==> config.mk <==
export PLATFORM = sky130hd
export DESIGN_NAME = ifetch_queue
export DESIGN_NICKNAME = d
export VERILOG_FILES = /design/src/rtl/ifetch_queue_pkg.sv /design/src/rtl/ifq_store.sv /design/src/rtl/ifetch_queue.sv
export SDC_FILE = /design/constraint.sdc
export NUM_CORES = 1
export LEC_CHECK = 0
export CAP_MARGIN = 10
export CORE_ASPECT_RATIO = 1.2
export CORE_UTILIZATION = 42
export CTS_BUF_LIST = sky130_fd_sc_hd__clkbuf_8
export CTS_CLUSTER_SIZE = 8
export DETAILED_ROUTE_END_ITERATION = 12
export PLACE_DENSITY = 0.75
export SLEW_MARGIN = 40
export SYNTH_ARGS = -nofsm -noshare
export SYNTH_HDL_FRONTEND = slang
export SYNTH_HIERARCHICAL = 1
export SYNTH_SLANG_ARGS = --single-unit
==> constraint.sdc <==
create_clock -name clk -period 5.1 [get_ports clk]
set_input_delay 0.51 -clock clk [delete_from_list [all_inputs] [get_ports clk]]
set_output_delay 0.51 -clock clk [all_outputs]
set_load 0.01 [all_outputs]
==> src/rtl/ifetch_queue_pkg.sv <==
// Shared cpu defaults for the fetch path.
// Address/instruction widths and reset vector.
package ifetch_queue_pkg;
  localparam int unsigned CPU_AWIDTH   = 16;
  localparam int unsigned CPU_IWIDTH   = 16;
  localparam int unsigned CPU_RESET_PC = 0;
endpackage

==> src/rtl/ifq_store.sv <==
// Prefetch queue storage: one write port, one async read port.
// No reset; the consumer zero-gates the read data.
module ifq_store #(
  parameter int unsigned DEPTH = 4,
  parameter int unsigned WIDTH = 32,
  localparam int unsigned PW = $clog2(DEPTH)
) (
  input  logic             clk,
  input  logic             we,
  input  logic [PW-1:0]    waddr,
  input  logic [WIDTH-1:0] wdata,
  input  logic [PW-1:0]    raddr,
  output logic [WIDTH-1:0] rdata
);

  logic [WIDTH-1:0] mem [DEPTH];

  always_ff @(posedge clk) begin
    if (we) mem[waddr] <= wdata;
  end

  assign rdata = mem[raddr];

endmodule

==> src/rtl/ifetch_queue.sv <==
// Instruction fetch unit with DEPTH-entry prefetch queue,
// data-port priority and branch flush/squash.
module ifetch_queue
  import ifetch_queue_pkg::*;
#(
  parameter int unsigned AWIDTH   = CPU_AWIDTH,
  parameter int unsigned IWIDTH   = CPU_IWIDTH,
  parameter int unsigned DEPTH    = 4,
  parameter int unsigned RESET_PC = CPU_RESET_PC,
  localparam int unsigned PW = $clog2(DEPTH),
  localparam int unsigned CW = PW + 1
) (
  input  logic              clk,
  input  logic              rst_n,
  output logic [AWIDTH-1:0] mem_raddr_o,
  output logic              mem_rd_o,
  input  logic [IWIDTH-1:0] mem_rdata_i,
  input  logic              mem_busy_i,
  input  logic              br_valid_i,
  input  logic [AWIDTH-1:0] br_target_i,
  output logic [IWIDTH-1:0] ir_o,
  output logic [AWIDTH-1:0] ir_pc_o,
  output logic              ir_valid_o,
  input  logic              ir_ready_i,
  output logic [CW-1:0]     count_o
);

  localparam int unsigned EW = AWIDTH + IWIDTH;
  localparam logic [AWIDTH-1:0] A_ONE = AWIDTH'(1);
  localparam logic [PW-1:0] P_ONE = PW'(1);
  localparam logic [CW-1:0] C_ONE = CW'(1);
  localparam logic [CW:0] FULL = (CW+1)'(DEPTH);

  logic [AWIDTH-1:0] fetch_pc, fetch_pc_nxt;
  logic              inflight;
  logic [AWIDTH-1:0] inflight_pc;
  logic              squash;
  logic [PW-1:0]     head, tail;
  logic [CW-1:0]     count, count_nxt;

  logic          push, pop, room, issue;
  logic [CW:0]   occ;
  logic [EW-1:0] rd_entry;

  assign ir_valid_o = (count != '0);
  assign pop  = ir_ready_i & ir_valid_o & ~br_valid_i;
  assign push = inflight & ~squash & ~br_valid_i;

  // In-flight read already owns a slot; a same-cycle pop earns no credit.
  assign occ   = {1'b0, count} + {{CW{1'b0}}, inflight};
  assign room  = (occ < FULL);
  assign issue = rst_n & ~mem_busy_i & (br_valid_i | room);

  assign mem_rd_o    = issue;
  assign mem_raddr_o = (br_valid_i & issue) ? br_target_i : fetch_pc;

  always_comb begin
    fetch_pc_nxt = fetch_pc;
    if (br_valid_i)
      fetch_pc_nxt = mem_busy_i ? br_target_i
                                : br_target_i + A_ONE;
    else if (issue)
      fetch_pc_nxt = fetch_pc + A_ONE;
  end

  always_comb begin
    count_nxt = count;
    if (br_valid_i)
      count_nxt = '0;
    else if (push & ~pop)
      count_nxt = count + C_ONE;
    else if (pop & ~push)
      count_nxt = count - C_ONE;
  end

  always_ff @(posedge clk or negedge rst_n) begin
    if (!rst_n) begin
      fetch_pc    <= AWIDTH'(RESET_PC);
      inflight    <= 1'b0;
      inflight_pc <= '0;
      squash      <= 1'b0;
      head        <= '0;
      tail        <= '0;
      count       <= '0;
    end else begin
      fetch_pc <= fetch_pc_nxt;
      inflight <= issue;
      if (issue) inflight_pc <= mem_raddr_o;
      count <= count_nxt;
      if (br_valid_i) begin
        squash <= 1'b0;
        head   <= '0;
        tail   <= '0;
      end else begin
        if (push) tail <= tail + P_ONE;
        if (pop)  head <= head + P_ONE;
      end
    end
  end

  ifq_store #(
    .DEPTH (DEPTH),
    .WIDTH (EW)
  ) u_store (
    .clk   (clk),
    .we    (push),
    .waddr (tail),
    .wdata ({inflight_pc, mem_rdata_i}),
    .raddr (head),
    .rdata (rd_entry)
  );

  assign ir_o    = ir_valid_o ? rd_entry[IWIDTH-1:0] : '0;
  assign ir_pc_o = ir_valid_o ? rd_entry[EW-1:IWIDTH] : '0;
  assign count_o = count;

endmodule

==> results of run 1 <==
[flip-flops by register name, indices dropped and copies added, names as in the netlist]
register / count
fetch_pc: 16
head: 2
tail: 2
u_store/mem: 128
inflight_pc: 16
inflight: 1
count_o: 3
[logic make-up after synthesis]
family	after synthesis	share of synthesized area (%)
xor+xnor	36	4.384
buf+inv	27	2.583
flops	168	65.79
simple gates	162	11.88
fa+ha+maj	3	0.6117
compound gates	16	1.325
mux	56	13.42
[layout by cell type (no fill, tap or decap), drive strengths merged, types with 2 or more instances in the layout]
master	netlist	layout
nand4b	2	2
a21oi	3	3
nor3	8	8
xor2	16	16
nor2b	3	3
nand2b	2	2
mux2	16	16
clkdlybuf4s50	0	88
inv	6	11
nor3b	2	2
and2	33	33
nand3	9	9
nand2	31	31
xnor2	20	20
ha	2	2
nor4	2	2
dfrtp	40	40
clkinvlp	0	3
clkbuf	6	17
mux4	32	32
bufinv	0	2
nand4	6	6
o21ai	10	10
and3	3	3
clkinv	0	5
and4	2	2
and3b	3	3
nand3b	2	2
mux2i	8	8
edfxtp	128	128
buf	15	9
nor2	50	50
[layout make-up]
type	count	area, sq um	share of cell area [%]
clock buffers	17	234.0	2.665
clock inverters	15	122.6	1.397
inverters	6	22.52	0.2566
multi-input cells	273	2335	26.60
flip-flops and latches	168	4848	55.23
well taps	216	270.3	3.079
repair buffers	97	945.9	10.78
[power groups by stage]
stage | clock network, uW | registers, uW | logic (uW)
6_report | 867 | 1760 | 1250
4_1_cts | 891 | 1760 | 1280
5_1_grt | 944 | 1780 | 1370
3_5_place_dp | 0 | 1790 | 1270
2_1_floorplan | 0 | 1700 | 817
3_3_place_gp | 0 | 1780 | 1260
[per-stage QoR]
| stage | cells | utilization (%) | power, uW | worst slack [ps] |
|---|---|---|---|---|
| 3_5_place_dp | 760 | 49.58 | 3064 | 1701 |
| 3_3_place_gp | 760 | 49.57 | 3039 | 1779 |
| 5_1_grt | 792 | 51.69 | 4095 | 1581 |
| 2_1_floorplan | 468 | - | 2519 | 1295 |
| 6_report | 792 | 51.69 | 3872 | 1735 |
| 4_1_cts | 792 | 51.68 | 3929 | 1567 |
[metal layers]
metal  part of all wire (%)  wire length (um)  GRT usage (%)
met3                    4.5               640          4.115
met5                      0                 0              0
met1                     42              5991          21.32
met4                    2.3               323          7.073
met2                     51              7206          28.37
[worst max path at each step]
stage,depth (start not counted),from,end,slack (ps)
2_1_floorplan,3,br_valid_i,u_store/mem[0][0],1290
3_3_place_gp,5,br_valid_i,mem_rd_o,1780
3_5_place_dp,5,br_valid_i,mem_rd_o,1700
4_1_cts,4,head[0],ir_pc_o[5],1570
5_1_grt,5,br_valid_i,mem_rd_o,1580
6_report,5,br_valid_i,mem_rd_o,1730
[worst reg2reg max path, cell delays in order, from the launching register on]
cell and delay [ps]:
dfrtp_1 440, or3_2 810, and2_4 330, nor2b_1 150
fa_1 220, nor2b_1 190, a21oi_1 90, nand2_1 70
o221a_1 170, nor2_1 40
==> results.md, run 1 <==
* Outcome: completed
* Power Density at 441.0 nW/um^2
* Worst-case reg-to-reg path depth at 9
* Initial antenna violation count at 0
* Min Tclk post-route at 3366 ps
* CORE AREA at 16980 sq um
* Setup TNS at 0 ps
* Top FF cell, synth: edfxtp_1
* Post-CTS sizing at 0
* Worst r2r dst: count_o[2]
* IO Count at 90
* Critical-path cell list: clkdlybuf4s50_1 > nand2b_1 > nand3_4 > inv_2 > clkdlybuf4s50_1
* Worst-Skew Late Latency at 450 ps
* Syn. warnings at 6
* Most numerous cell in the Yosys netlist: edfxtp_1
* Slew HR at 58.76%
* Switching part of the total at 29.04%
* Slowest cell delay on critical path at 760 ps
* CTS Root Cell: clkbuf_8
* Reg power frac at 45.4%
* Most used cell, CP: clkdlybuf4s50_1
* Crit start category: primary input
* Avg Cell Area, Syn at 15.73 sq um
* Final setup viols at 0
* Final period util at 65.99%
* Synth cell count leaders: 128 x edfxtp_1, 50 x nor2_1, 40 x dfrtp_1
* Post-Syn Nets at 508
* Area delta synth->final at 19.22%
* Placed cell areas at 8419 sq um
* Area share of the largest cell type after synthesis at 52.20%
* LEAKAGE at 0.002994 uW
* Max FO, Critical Path at 25
* WP data required at 4590 ps
* # nets final at 603
* Total global routing overflow at 0
* CP Class: primary input to output pin
* Max_cap viols at 0
* First-pass GRT wire length at 22980 um
* Cell taking the most area after synthesis: edfxtp_1
* CTS max path bufs at 2
* Sequential fraction of the synthesis area at 65.79%
* Ratio of cells with drive above 1 in the final layout at 15.97%
* Routed length per instance at 17.88 um
* Clock power share at 22.4%
* Detail Route Antenna Nets at 0
* Mapped cell area at 7363 sq um
* H-Tree Level Count at 4
* CTS tree: done
* Psw at 1124 uW
* Yosys reg bits at 168
* Int Pwr at 2747 uW
* Horiz. Die Dim at 122.9 um
* N_diodes at 0
* Largest net degree at the start of global routing at 41
* FF-to-FF Start: count_o[1]
* Hold buffer count at cts at 0
* Worst hold path class: primary input to asynchronous set/reset pin
* Max Clk Rate at 0.2971 GHz
* Reg clk slew, reported paths at 80 ps
* Fin. max-slew vios at 0
* Post-route clock skew at 8.952 ps
* Final Hold Slack at 188.5 ps
* Post-CTS Setup Repair Bufs at 0
* Rows at 52
* Final Wtd Congestion at 0.7891
* Post-Synthesis Cells at 468
* Largest delay contributor family on the critical path: buffers and inverters
* Starting Density at 43.36%
* Number of fill cells at 1401
* Total CTS buffers at 17
* Total number of vias at 4070
* Endpoint type of the worst setup path: output pin
* Drt initial violations at 368
* Drt first pass iters at 4
* Post-synth ARST share at 23.81%
* WP data arrival at 2860 ps
* GRT Util Overall at 17.12%
* CP max-delay cell: clkdlybuf4s50_1
* Clock sinks at 168
* Number of port buffers at 89
* DRT Wirelength at 14160 um
* Post-synth EDFFs at 128
* Die height at 147.0 um
* R2R setup slack at 2460 ps
* Worst Tran Pin Value at 618.6 ps
* Peak VDD IR at 0.0002041 V
* Unrepaired setup endpoints after global routing: no
* Area contributors post-synth: edfxtp_1 52%, dfrtp_1 14%, mux4_2 9.2%, and2_1 2.7%, nor2_1 2.5%
* Distinct cells, synth at 52
* Final Hold Fails at 0
* Post-route cell area at 8778 sq um
* Die area at 18070 sq um
* # DRC at 0
* Post-DP HPWL at 9196 um
* Logic pwr share at 32.3%
* Worst path buffer plus inverter count at 3
* Via/cell ratio at 5.139
* Vias in the first global route at 4352
No activity file was read; power rests on OpenSTA's default activity.
==> run 2, diff against run 1 <==
==> constraint.sdc (replaced) <==
create_clock -name clk -period 3.5 [get_ports clk]
set_input_delay 0.35 -clock clk [delete_from_list [all_inputs] [get_ports clk]]
set_output_delay 0.35 -clock clk [all_outputs]
set_load 0.01 [all_outputs]
==> run 2 against run 1 <==
Register-to-register slack got worse by 1400 ps. Count of clock-buffer cells in the layout unchanged. Hold slack got worse by 150 ps. Clock skew decreased by 2.9 ps. Global-route usage increased by 0.34 points. Final cell count increased by 0.38%. Final area increased by 0.26%. Non-clock buffer count increased by 3. Via count increased by 1.7%. Utilization increased by 0.13 points. Critical endpoint is now ir_pc_o[7]. Highest routed layer unchanged.
==> results.md, run 2 (same netlist as run 1, synthesis figures left out) <==
* Commonest non-fill, non-tap cells in the layout: 128 x edfxtp_1, 88 x clkdlybuf4s50_1, 50 x nor2_1
* Area delta synth->final at 19.52%
* Worst-Skew Late Latency at 440 ps
* Outcome: completed
* Slowest cell delay on critical path at 870 ps
* Largest Register: u_store/mem
* Number of fill cells at 1413
* Number of port buffers at 89
* Routed length per instance at 18.40 um
* Final Hold Fails at 0
* FF-to-FF Start: count_o[1]
* Rows at 52
* Crit. path cell count at 4
* Worst hold path class: primary input to asynchronous set/reset pin
* Worst-case reg-to-reg path depth at 10
* Total global routing overflow at 0
* Reg clk slew, reported paths at 80 ps
* Vias in the first global route at 4410
* CTS Root Cell: clkbuf_8
* Post-route clock skew at 6.096 ps
* Die height at 147.0 um
* Via/cell ratio at 5.206
* WP data required at 3150 ps
* Max Clk Rate at 0.3458 GHz
* Final Hold Slack at 42.92 ps
* Peak VDD IR at 0.0002513 V
* WP data arrival at 2540 ps
* H-Tree Level Count at 4
* Top Registers: u_store/mem (128), fetch_pc (16), inflight_pc (16)
* Worst path buffer plus inverter count at 2
* CP Class: flop to output pin
* R2R setup slack at 1070 ps
* Slew HR at 46.38%
* Max FO, Critical Path at 19
* Commonest non-fill, non-tap cell in the layout: edfxtp_1
* Met1 Wirelength at 5967 um
* Critical-path cell list: buf_12 > mux4_2 > and2_1 > clkdlybuf4s50_1
* Endpoint type of the worst setup path: output pin
* Max reg flops at 128
* Routed wl met3 at 763 um
* Final Wtd Congestion at 0.8419
* CP max-delay cell: dfrtp_1
* CORE AREA at 16980 sq um
* # DRC at 0
* WL met2 at 7620 um
* Detail Route Antenna Nets at 0
* Largest net degree at the start of global routing at 41
* Drt first pass iters at 4
* Fin. max-slew vios at 0
* Max_cap viols at 0
* Multi-input gate area at 2340 sq um
* Ratio of cells with drive above 1 in the final layout at 16.58%
* Power Density at 636.0 nW/um^2
* GRT Util Overall at 17.46%
* DRT Wirelength at 14630 um
* Final period util at 82.62%
* Worst r2r dst: count_o[2]
* Hold buffer count at cts at 0
* Largest delay contributor family on the critical path: flip-flops
* N_diodes at 0
* Total CTS buffers at 17
* Die area at 18070 sq um
* Total Power at 5597 uW
* Initial antenna violation count at 0
* Crit start category: flop
* Setup TNS at 0 ps
* Final setup viols at 0
* Post-CTS Setup Repair Bufs at 0
* LEAKAGE at 0.003005 uW
* Highest routed layer: met4
* Worst Tran Pin Value at 804.3 ps
* IO Count at 90
* Drt initial violations at 418
* CTS max path bufs at 2
* Horiz. Die Dim at 122.9 um
* Total number of vias at 4139
* Unrepaired setup endpoints after global routing: no
* First-pass GRT wire length at 23180 um
* Post-CTS sizing at 0
* Min Tclk post-route at 2892 ps
* Starting Density at 43.36%
* FF+latch area at 4846 sq um
* CTS tree: done
* Clock sinks at 168
* Post-DP HPWL at 9674 um
* # nets final at 606
[run 2: cell count changes in the layout (fill, tap and decap cells not counted), moves of 2 or more]
cell	delta
clkinvlp_4	-2
buf_12	+2
inv_1	-3
clkinv_2	+5
[run 2: final cells by class]
type                       count  share of cell area, %
clock buffer                  17                  2.659
tap                          216                  3.071
multi-input combinational    273                  26.59
inverter                       6                 0.2559
sequential                   168                  55.06
timing repair buffer         100                  11.29
clock inverter                15                  1.080
[run 2: where the power goes]
part           leakage [uW]  internal [uW]  switching, uW
registers           0.00163           2340            186
logic               0.00119           1090            820
clock network      0.000181            536            628
total               0.00300           3960           1630
[run 2: worst max-delay path by stage]
stage | startpoint | endpoint | slack, ps
floorplan | inflight | u_store/mem[0][0] | 970
global placement | mem_busy_i | mem_raddr_o[13] | 740
detailed placement | mem_busy_i | mem_raddr_o[12] | 710
CTS | head[1] | ir_pc_o[4] | 530
global route | head[1] | ir_pc_o[8] | 450
finish | head[1] | ir_pc_o[7] | 610
[run 2: stage by stage]
step / cells / worst slack [ps] / area (sq um) / util, %
2_1_floorplan: 468 / 967.1 / 7368 / -
3_3_place_gp: 763 / 737.7 / 8472 / 49.89
3_5_place_dp: 763 / 708.7 / 8472 / 49.89
4_1_cts: 795 / 533.0 / 8801 / 51.83
5_1_grt: 795 / 450.5 / 8801 / 51.83
6_report: 795 / 608.4 / 8801 / 51.83
[run 2: metal layers]
metal  up-vias  global-route usage, %
li1       1925                      -
met1      2057                  20.76
met2       130                  29.92
met3        27                  4.503
met4         0                  6.829
met5         -                      0
==> run 3, diff against run 2 <==
--- a/config.mk
+++ b/config.mk
@@ -11,7 +11,7 @@
 export CTS_BUF_LIST = sky130_fd_sc_hd__clkbuf_8
 export CTS_CLUSTER_SIZE = 8
 export DETAILED_ROUTE_END_ITERATION = 12
-export PLACE_DENSITY = 0.75
+export PLACE_DENSITY = 0.77
 export SLEW_MARGIN = 40
 export SYNTH_ARGS = -nofsm -noshare
 export SYNTH_HDL_FRONTEND = slang
==> constraint.sdc (replaced) <==
create_clock -name clk -period 2.6 [get_ports clk]
set_input_delay 0.26 -clock clk [delete_from_list [all_inputs] [get_ports clk]]
set_output_delay 0.26 -clock clk [all_outputs]
set_load 0.01 [all_outputs]
==> run 3 against run 2 <==
Die area unchanged. Highest routed layer unchanged. Hold slack better by 310 ps. Register-to-register slack worse by 610 ps.
==> results.md, run 3 (same netlist as run 1, synthesis figures left out) <==
* Slew HR at 64.18%
* N_diodes at 0
* Endpoint type of the worst setup path: output pin
* Reg clk slew, reported paths at 80 ps
* Worst-Skew Late Latency at 440 ps
* Vias in the first global route at 4337
* Die area at 18070 sq um
* Clock power share at 21.9%
* Max reg flops at 128
* WP data required at 2340 ps
* Commonest non-fill, non-tap cell in the layout: edfxtp_1
* Drt first pass iters at 4
* Crit start category: flop
* Final period util at 96.08%
* Clock sinks at 168
* Placed Cells at 770
* Final setup viols at 0
* Via/cell ratio at 5.147
* Commonest non-fill, non-tap cells in the layout: 128 x edfxtp_1, 78 x clkdlybuf4s50_1, 50 x nor2_1
* WP data arrival at 2240 ps
* Switching part of the total at 28.75%
* Reg power frac at 43.4%
* CTS max path bufs at 2
* Fin. max-slew vios at 0
* CTS Root Cell: clkbuf_8
* Max FO, Critical Path at 13
* Rows at 52
* Int Pwr at 5501 uW
* Number of port buffers at 89
* Top Registers: u_store/mem (128), fetch_pc (16), inflight_pc (16)
* Horiz. Die Dim at 122.9 um
* CTS tree: done
* Max_cap viols at 0
* Starting Density at 43.36%
* Min Tclk post-route at 2498 ps
* Final Wtd Congestion at 0.8355
* Unrepaired setup endpoints after global routing: no
* GRT Util Overall at 16.98%
* Logic pwr share at 34.7%
* Final WS setup at 101.9 ps
* Peak VDD IR at 0.0003927 V
* Total number of vias at 4138
* Post-route clock skew at 7.260 ps
* Area delta synth->final at 22.11%
* R2R setup slack at 460 ps
* # nets final at 616
* LEAKAGE at 0.003221 uW
* H-Tree Level Count at 4
* Largest net degree at the start of global routing at 41
* Max Clk Rate at 0.4003 GHz
* Number of fill cells at 1372
* Detail Route Antenna Nets at 0
* Final Hold Fails at 0
* Power Density at 858.7 nW/um^2
* Die height at 147.0 um
* IO Count at 90
* Routed length per instance at 17.64 um
* Ratio of cells with drive above 1 in the final layout at 17.86%
* Total global routing overflow at 0
* Initial antenna violation count at 0
* Final Util at 52.95%
* # DRC at 0
* Worst Tran Pin Value at 533.1 ps
* Post-DP HPWL at 9527 um
* Psw at 2220 uW
* Largest Register: u_store/mem
* Total CTS buffers at 17
* Outcome: completed
* Final std cells w/o fill at 804
* Worst hold path class: primary input to flop
* CP Class: flop to output pin
* DP Worst Slack at 137.2 ps
* Setup TNS at 0 ps
* DRT Wirelength at 14180 um
* First-pass GRT wire length at 22610 um
* CORE AREA at 16980 sq um
* Drt initial violations at 354
-- run 3: cell types whose count changed in the layout (fill, tap and decap cells not counted), moves of 3 or more --
cell / delta
buf_4: +3
buf_12: +4
clkdlybuf4s50_1: -10
dlymetal6s2s_1: +10
clkinv_2: -4
-- run 3: per-layer routing --
metal | global-route usage, % | vias to the layer above | share of wire (%)
met3 | 3.610 | 22 | 5.4
met4 | 6.951 | 0 | 1.7
met1 | 20.82 | 2052 | 41
li1 | - | 1946 | -
met5 | 0 | - | 0
met2 | 28.88 | 118 | 52
-- run 3: through the flow --
stage	hold WS (ps)	power (uW)	instance area, sq um
2_1_floorplan	-35.59	4941	7368
3_3_place_gp	422.1	6055	8574
3_5_place_dp	425.0	6128	8574
4_1_cts	329.5	7833	8957
5_1_grt	326.6	8150	8991
6_report	348.8	7720	8991
-- run 3: final cells by class --
cell class / count / area, sq um / area share (%)
sequential: 168 / 4846 / 53.90
multi-input combinational: 273 / 2345 / 26.08
timing repair buffer: 110 / 1154 / 12.83
tap: 216 / 270.3 / 3.006
clock buffer: 17 / 234.0 / 2.602
clock inverter: 14 / 120.1 / 1.336
inverter: 6 / 22.52 / 0.2505
-- run 3: timing repair --
| action | in CTS | in global routing |
|---|---|---|
| setup buffers | 2 | 0 |
| endpoints found under the hold margin | 40 | 0 |
| setup endpoints to repair | 15 | 18 |
| hold buffers | 1 | 0 |
| resized for setup | 1 | 12 |
-- run 3: power groups by stage --
stage / registers [uW] / logic, uW / clock network [uW]
after floorplan: 3340 / 1600 / 0
after global placement: 3390 / 2660 / 0
after detailed placement: 3420 / 2710 / 0
after CTS: 3350 / 2760 / 1720
after global routing: 3380 / 2920 / 1840
final: 3350 / 2680 / 1690
-- run 3: path summary, 6_finish.rpt --
path	endpoint	depth (start not counted)	startpoint
setup / recovery	ir_pc_o[13]	4	head[0]
hold / removal	inflight	4	rst_n
setup reg to reg	count_o[2]	8	count_o[1]
hold reg to reg	u_store/mem[2][30]	0	inflight_pc[14]
max in group asynchronous	head[0]	3	rst_n
min in group asynchronous	fetch_pc[7]	3	rst_n
-- run 3: worst max-delay path, cell delays in order (launching register included) --
cell and delay [ps]:
dfrtp_2 470, buf_12 190, mux4_2 500, and2_1 160
clkdlybuf4s50_1 470
